`config.mk`:
```
export PLATFORM = sky130hd
export DESIGN_NAME = crc_serializer
export DESIGN_NICKNAME = d
export VERILOG_FILES = /design/src/rtl/crc_serializer.sv
export SDC_FILE = /design/constraint.sdc
export NUM_CORES = 1
export LEC_CHECK = 0
export CORE_AREA = 8 8 136 100
export DETAILED_ROUTE_END_ITERATION = 12
export DIE_AREA = 0 0 144 108
export GPL_TIMING_DRIVEN = 0
export HOLD_SLACK_MARGIN = 0.15
export PLACE_DENSITY_LB_ADDON = 0.3
export SYNTH_ARGS = -nofsm -noshare
export SYNTH_HDL_FRONTEND = slang
export SYNTH_SLANG_ARGS = --single-unit
```
`constraint.sdc`:
```
create_clock -name clock -period 4.9 [get_ports clock]
set_clock_uncertainty 0.15 [all_clocks]
set_input_delay 0.98 -clock clock [delete_from_list [all_inputs] [get_ports clock]]
set_output_delay 0.98 -clock clock [all_outputs]
set_load 0.03 [all_outputs]
```
`src/rtl/crc_serializer.sv`:
```
// crc_serializer: sends a packet LSB-first, then the inverted CRC5/CRC16 of its non-PID bits MSB-first
// Ports: clock, reset (async, active-high); pkt_ready/pkt_in/pkt_len/crc_mode form the load request;
//        bs_ready is the downstream accept; out_bit/crc_sending carry the serial stream;
//        busy (not IDLE), done (pulse after last transfer), err (pulse on rejected load).
// Macro CRC_SERIALIZER_CRC16_EN adds CRC16 mode; without it crc_mode 2'b10 is rejected.
module crc_serializer #(
   parameter int MAX_LEN = 100,
   parameter int LEN_W = $clog2(MAX_LEN + 1)
) (
   input  logic               clock,
   input  logic               reset,
   input  logic               pkt_ready,
   input  logic [MAX_LEN-1:0] pkt_in,
   input  logic [LEN_W-1:0]   pkt_len,
   input  logic [1:0]         crc_mode,
   input  logic               bs_ready,
   output logic               out_bit,
   output logic               crc_sending,
   output logic               busy,
   output logic               done,
   output logic               err
);
`ifdef CRC_SERIALIZER_CRC16_EN
   localparam int CW = 16;
`else
   localparam int CW = 5;
`endif
   typedef enum logic [1:0] {IDLE, PID, DATA, CRC} state_t;
   state_t state, state_next;
   logic [MAX_LEN-1:0] shreg;
   logic [LEN_W-1:0] len, cnt;
   logic [1:0] mode;
   logic [CW-1:0] crc, crc_upd, crc_init;
   logic [4:0] c5;
   logic mode_ok, legal, load, xfer, last_bit, crc_last, fin, crc_msb;
   assign c5 = {crc[3:0], 1'b0} ^ ({5{shreg[0] ^ crc[4]}} & 5'h05);
`ifdef CRC_SERIALIZER_CRC16_EN
   assign mode_ok = crc_mode != 2'b11;
   assign crc_upd = (mode == 2'b10) ? ({crc[14:0], 1'b0} ^ ({16{shreg[0] ^ crc[15]}} & 16'h8005)) : {11'd0, c5};
   assign crc_msb = (mode == 2'b10) ? crc[15] : crc[4];
   assign crc_init = (crc_mode == 2'b10) ? 16'hFFFF : 16'h001F;
`else
   assign mode_ok = crc_mode != 2'b11 && crc_mode != 2'b10;
   assign crc_upd = c5;
   assign crc_msb = crc[4];
   assign crc_init = 5'h1F;
`endif
   assign legal = pkt_len >= LEN_W'(8) && pkt_len <= LEN_W'(MAX_LEN) && mode_ok
                  && (crc_mode != 2'b00 || pkt_len == LEN_W'(8));
   assign load = state == IDLE && pkt_ready && legal;
   assign crc_sending = state != IDLE;
   assign busy = state != IDLE;
   assign xfer = crc_sending && bs_ready;
   // cnt counts packet bits across PID and DATA, then restarts for the CRC bits
   assign last_bit = cnt == len - 1'b1;
   assign crc_last = cnt == ((mode == 2'b10) ? LEN_W'(15) : LEN_W'(4));
   assign out_bit = (state == CRC) ? ~crc_msb : crc_sending & shreg[0];
   // any exit to IDLE from a sending state is the final transfer
   assign fin = state != IDLE && state_next == IDLE;
   always_ff @(posedge clock or posedge reset)
      if (reset) state <= IDLE;
      else state <= state_next;
   always_comb begin
      state_next = state;
      case (state)
         IDLE: state_next = load ? PID : IDLE;
         PID:  if (xfer && last_bit) state_next = (mode == 2'b00) ? IDLE : CRC;
               else if (xfer && cnt == LEN_W'(7)) state_next = DATA;
         DATA: if (xfer && last_bit) state_next = CRC;
         CRC:  if (xfer && crc_last) state_next = IDLE;
         default: state_next = IDLE;
      endcase
   end
   always_ff @(posedge clock or posedge reset)
      if (reset) begin
         shreg <= '0;
         len <= '0;
         mode <= '0;
         cnt <= '0;
         crc <= '0;
         done <= 1'b0;
         err <= 1'b0;
      end else begin
         done <= fin;
         err <= state == IDLE && pkt_ready && !legal;
         if (load) begin
            shreg <= pkt_in;
            len <= pkt_len;
            mode <= crc_mode;
            cnt <= '0;
            crc <= crc_init;
         end else if (xfer && state == CRC) begin
            crc <= crc << 1;
            cnt <= cnt + 1'b1;
         end else if (xfer) begin
            shreg <= shreg >> 1;
            cnt <= last_bit ? '0 : cnt + 1'b1;
            if (state == DATA) crc <= crc_upd;
         end
      end
endmodule

```
# == Word level (Yosys, flattened, before mapping) ==
# Cells that the tools add are included.
# totals
reg_bits,125
inputBits,113
out_inout_bits,5
wordCells,72
# op_classes
addsub,2
order_cmp,2
eq_ne,11
n_mux,20
n_bitwise,4
n_reduce_logical,25
# op_table
op,count
100-bit 2-to-1 mux,3
7-bit 2-to-1 mux,4
5-bit 2-to-1 mux,4
1-bit logical AND,13
2-bit 2-to-1 mux,5
2-bit case mux with 4 select lines,1
7-bit by 1-bit adder with 7-bit output (second input constant),1
7-bit by 3-bit == test with 1-bit output (second input constant),1
7-bit by 4-bit == test with 1-bit output,1
7-bit by 4-bit == test with 1-bit output (second input constant),1
7-bit == test,1
7-bit by 4-bit >= comparator with 1-bit output (second input constant),1
7-bit less-or-equal comparator (second input constant),1
7-bit by 1-bit subtractor with 7-bit output (second input constant),1
2-bit == test (second input constant),3
2-bit logical NOT,3
2-bit != test (second input constant),3
2-bit nonzero test,3
3-bit nonzero test,2
5-bit by 3-bit bitwise XOR with 5-bit output,1
4-bit 2-to-1 mux,1
2-bit AND reduction,2
2-bit by 1-bit == test with 1-bit output (second input constant),1
1-bit 2-to-1 mux,2
other kinds (5),5

# == Depth between registers and ports, before layout ==
# logic_depth
depth_word,9
mapped_depth,10
ltp_nobuf,8

# == Least setup slack after synthesis ==
# No wires, ideal clock.
# synth_timing
kind,input to register
start,input port pkt_len[5]
end,register shreg[62]
setup_ns,0.130
arrival_time_ns,2.396
required_time_ns,4.620
path_slack_ns,2.224
cell_stages,10
path_buffers,4
cell_sequence,nor2_2 -> a31oi_1 -> a2111oi_2 -> and2b_1 -> buf_4 -> or2_1 -> buf_4 -> buf_6 -> buf_4 -> o21ai_0
# synth_between
elab_chain_len,7
elab_cells_between_ends,12
cone_classes,2 x order compare; 2 x eq/ne; 1 x mux; 7 x reduce/logical
# synth_rtl
item,line,source
start: declaration,14,"input logic [LEN_W-1:0] pkt_len,"
7-bit by 4-bit >= comparator with 1-bit output or 7-bit less-or-equal comparator (tied branches),48,assign legal = pkt_len >= LEN_W'(8) && pkt_len <= LEN_W'(MAX_LEN) && mode_ok
1-bit logical AND (2 in series),48,
1-bit logical AND (*),49,&& (crc_mode != 2'b00 || pkt_len == LEN_W'(8));
1-bit logical AND (*),50,assign load = state == IDLE && pkt_ready && legal;
2-bit != test (no line) or 2-bit nonzero test (tied branches),-,
2-bit AND reduction (no line),-,
end signal: assignment,87,shreg <= pkt_in;
end signal: assignment,96,shreg <= shreg >> 1;
end: declaration,30,logic [MAX_LEN-1:0] shreg;
# Every way passes the cells marked *; elsewhere a longest branch is shown, timed or not.
# A chain may end at the register's enable or synchronous reset.

# == Worst setup path after layout ==
# layout_timing
start,register state[0]
end,output port out_bit
# layout_between
elab_chain_len,3
elab_cells_between_ends,4
cone_classes,1 x eq/ne; 1 x mux; 1 x bitwise; 1 x reduce/logical
# layout_rtl
item,line,source
start: declaration,29,"state_t state, state_next;"
start signal: assignment,62,else state <= state_next;
2-bit nonzero test,51,assign crc_sending = state != IDLE;
1-bit AND,57,assign out_bit = (state == CRC) ? ~crc_msb : crc_sending & shreg[0];
1-bit 2-to-1 mux (*),57,
end: declaration,17,"output logic out_bit,"
# Marked as above.

==> run summary <==
outcome -> finished clean
Layout Area Growth over Synthesis -> 34.8%
Synth Area in Simple Gates -> 8.20%
Post-Layout Cell Count -> 921
Reg2Reg Depth -> 8
initial antenna violation count -> 0
GRT Total Usage -> 20.1%
num rows -> 33
clock transition at the registers of the reported paths -> 0.06 ns
# DRC -> 0
Routed Antenna Nets -> 0
Unique masters post-synth -> 50
Synthesis Warnings -> 0
Final Hold Viols -> 0
final wirelength -> 14.9 mm
critical path start-end classification -> reg -> out
Post-Syn Area per Cell -> 9.50 µm²
FMAX -> 307 MHz
RSZ-0062 raised after global routing -> no
Avg WL per Cell -> 16.2 µm
Final TNS setup -> 0 ns
num ports -> 118
Layout Utilization -> 68.8%
Seq cells post-synth -> 125
Post-DP HPWL -> 10.8 mm
worst vdd ir -> 0.301 mV
layout cells sized above 1 -> 8.51%
Max FO, Critical Path -> 10
fin crit share -> 66.5%
fin. max-slew vios -> 0
Compound-Gate Fraction of Synth Area -> 25.3%
GPL Wtd Cong -> 0.875
first-pass GRT wire length -> 24.9 mm
CP endpoint kind -> output pin
top cell type's share of synthesized area -> 53.5%
GRT Residual Overflow -> 0
HP Start -> shreg[5]
die footprint -> 0.0156 mm²
fin nets -> 867
Rel. slew slack -> 66.8%
DR iter-0 viols -> 325
Sink Count -> 125
final setup fails -> 0
core box area -> 0.0114 mm²
Final min period -> 3.26 ns
main area contributors after synthesis -> dfrtp_1 (54%), a22oi_1 (13%), o21ai_0 (9.2%)
CTS tree -> yes
reg2reg start -> len[0]
vias in the first global route -> 5150
Max Cap Viol -> 0
number of CTS-inserted buffers -> 17
hold depth -> 2
DR vias -> 5011
largest family of logic cells by synthesized area -> compound AO/OA/AOI/OAI gates
post-cts sizing count -> 0
Leakage -> 3.36 nW
Post-synth ARST share -> 100%
CTS root buffer -> clkbuf_16
vias per cell -> 5.44
Post-CTS Setup Inserts -> 0
final hold slack -> 0.359 ns
commonest register cell after synthesis -> dfrtp_1
CP required -> 3.77 ns
post-synthesis mux area share -> 0.343%
CTS H-tree depth -> 4
largest net degree at the start of global routing -> 73
sequential share of the synthesized area -> 53.5%
post-synthesis adder-cell area fraction -> 0.428%
cell type with the highest aggregate area in the netlist -> dfrtp_1
Die H -> 108 µm
crit path from -> state[0]
die width -> 144 µm
PortBufs -> 117
worst skew pair latency -> 0.41 ns
Hold Buf Count CTS -> 0
Synth Area in XOR/XNOR -> 1.80%
Gate Count Post-Synth -> 615
Least-Margin Pin Slew -> 0.498 ns
Initial Util -> 51.1%
pwr/cell area -> 522 mW/mm²
EDFF count, synth -> 0
number of diodes -> 0
synthesized area -> 0.00584 mm²
Syn Nets -> 730
Pre-antenna DRT Iters -> 5
Worst Hold Class -> reg -> reg
crit start category -> flip-flop
crit path DAT -> 2.13 ns
# placed instances -> 890
CTS max path bufs -> 2
-- stage by stage --
step / area, µm² / setup WS (ns) / power, mW
finish: 7870 / 1.64 / 4.11
global route: 7870 / 1.56 / 4.38
CTS: 7870 / 1.63 / 4.12
detailed placement: 7240 / 1.37 / 2.78
global placement: 7210 / -1.15 / 2.70
floorplan: 5840 / 0.442 / 2.37
-- synth_stat cells, types with 2 or more instances --
cell type and number:
a21oi_1 5, a22oi_1 99, and4b_1 2, buf_1 2
buf_2 17, buf_4 6, clkbuf_1 15, dfrtp_1 125
ha_1 2, inv_1 107, mux2i_1 2, nand2_1 40
nand2b_1 6, nand3_1 12, nor2_1 12, nor2_2 2
nor3_1 4, o211ai_1 2, o21ai_0 107, o21ai_1 5
o221ai_1 2, o2bb2ai_1 3, xnor2_1 9, xor2_1 3
-- layer usage --
layer	vias up	share of wire (%)	global-route usage, %
li1	2397	-	-
met1	2444	46	26.7
met2	151	46	31.1
met3	19	6.5	6.56
met4	0	1.0	5.83
met5	-	0	0
-- final timing paths --
check / slack [ns] / to
worst max register to register: 2.21 / cnt[3]
worst min-delay path: 0.36 / shreg[4]
worst min register to register: 0.36 / shreg[4]
min in group asynchronous: 0.83 / shreg[79]
worst max-delay path: 1.64 / out_bit
max in group asynchronous: 3.04 / crc[0]
-- final cells by class --
| type | instances | area (µm²) |
|---|---|---|
| plain buffers | 41 | 205 |
| clock buffers | 18 | 439 |
| clock inverters | 13 | 191 |
| fillers | 864 | 3560 |
| inverters | 107 | 407 |
| multi-input cells | 342 | 2110 |
| flip-flops and latches | 125 | 3130 |
| well taps | 157 | 196 |
| repair buffers | 118 | 1200 |
-- state kept, by name (all words and copies together), names as in the netlist --
| name | flops |
|---|---|
| cnt | 7 |
| crc | 5 |
| done | 1 |
| err | 1 |
| len | 7 |
| mode | 2 |
| shreg | 100 |
| state | 2 |
-- critical path, cell delays in order, from the launching register on --
cell and delay (ns):
dfrtp_1 0.37, clkbuf_1 0.33, o211ai_1 0.14, o21ai_0 0.14, clkdlybuf4s50_1 0.74
-- cell families (layout without fill, tap and decap cells) --
logic type                 count (synthesis)  count (layout)
DFF                                      125             125
muxes                                      2               2
xor gates and xnor gates                  12              12
buffers and inverters                    148             297
AOI/OAI and AO/OA                        233             233
and+or+nand+nor                           93              93
adders and majority gates                  2               2
-- cell usage in the layout (no fill, tap or decap), types with 9 or more instances in the layout --
cell type	Yosys	routed
dfrtp_1	125	125
clkdlybuf4s50_1	0	117
a22oi_1	99	99
clkbuf_16	0	17
buf_2	17	17
xnor2_1	9	9
nand2_1	40	40
nor2_1	12	12
inv_1	107	106
nand3_1	12	12
clkbuf_1	15	15
o21ai_0	107	107
-- report_power, final --
group	switching, mW	total, mW	internal [mW]
clock	0.461	1.33	0.865
sequential	0.238	1.60	1.36
combinational	0.668	1.19	0.517
(Power assumes the default switching activity.)
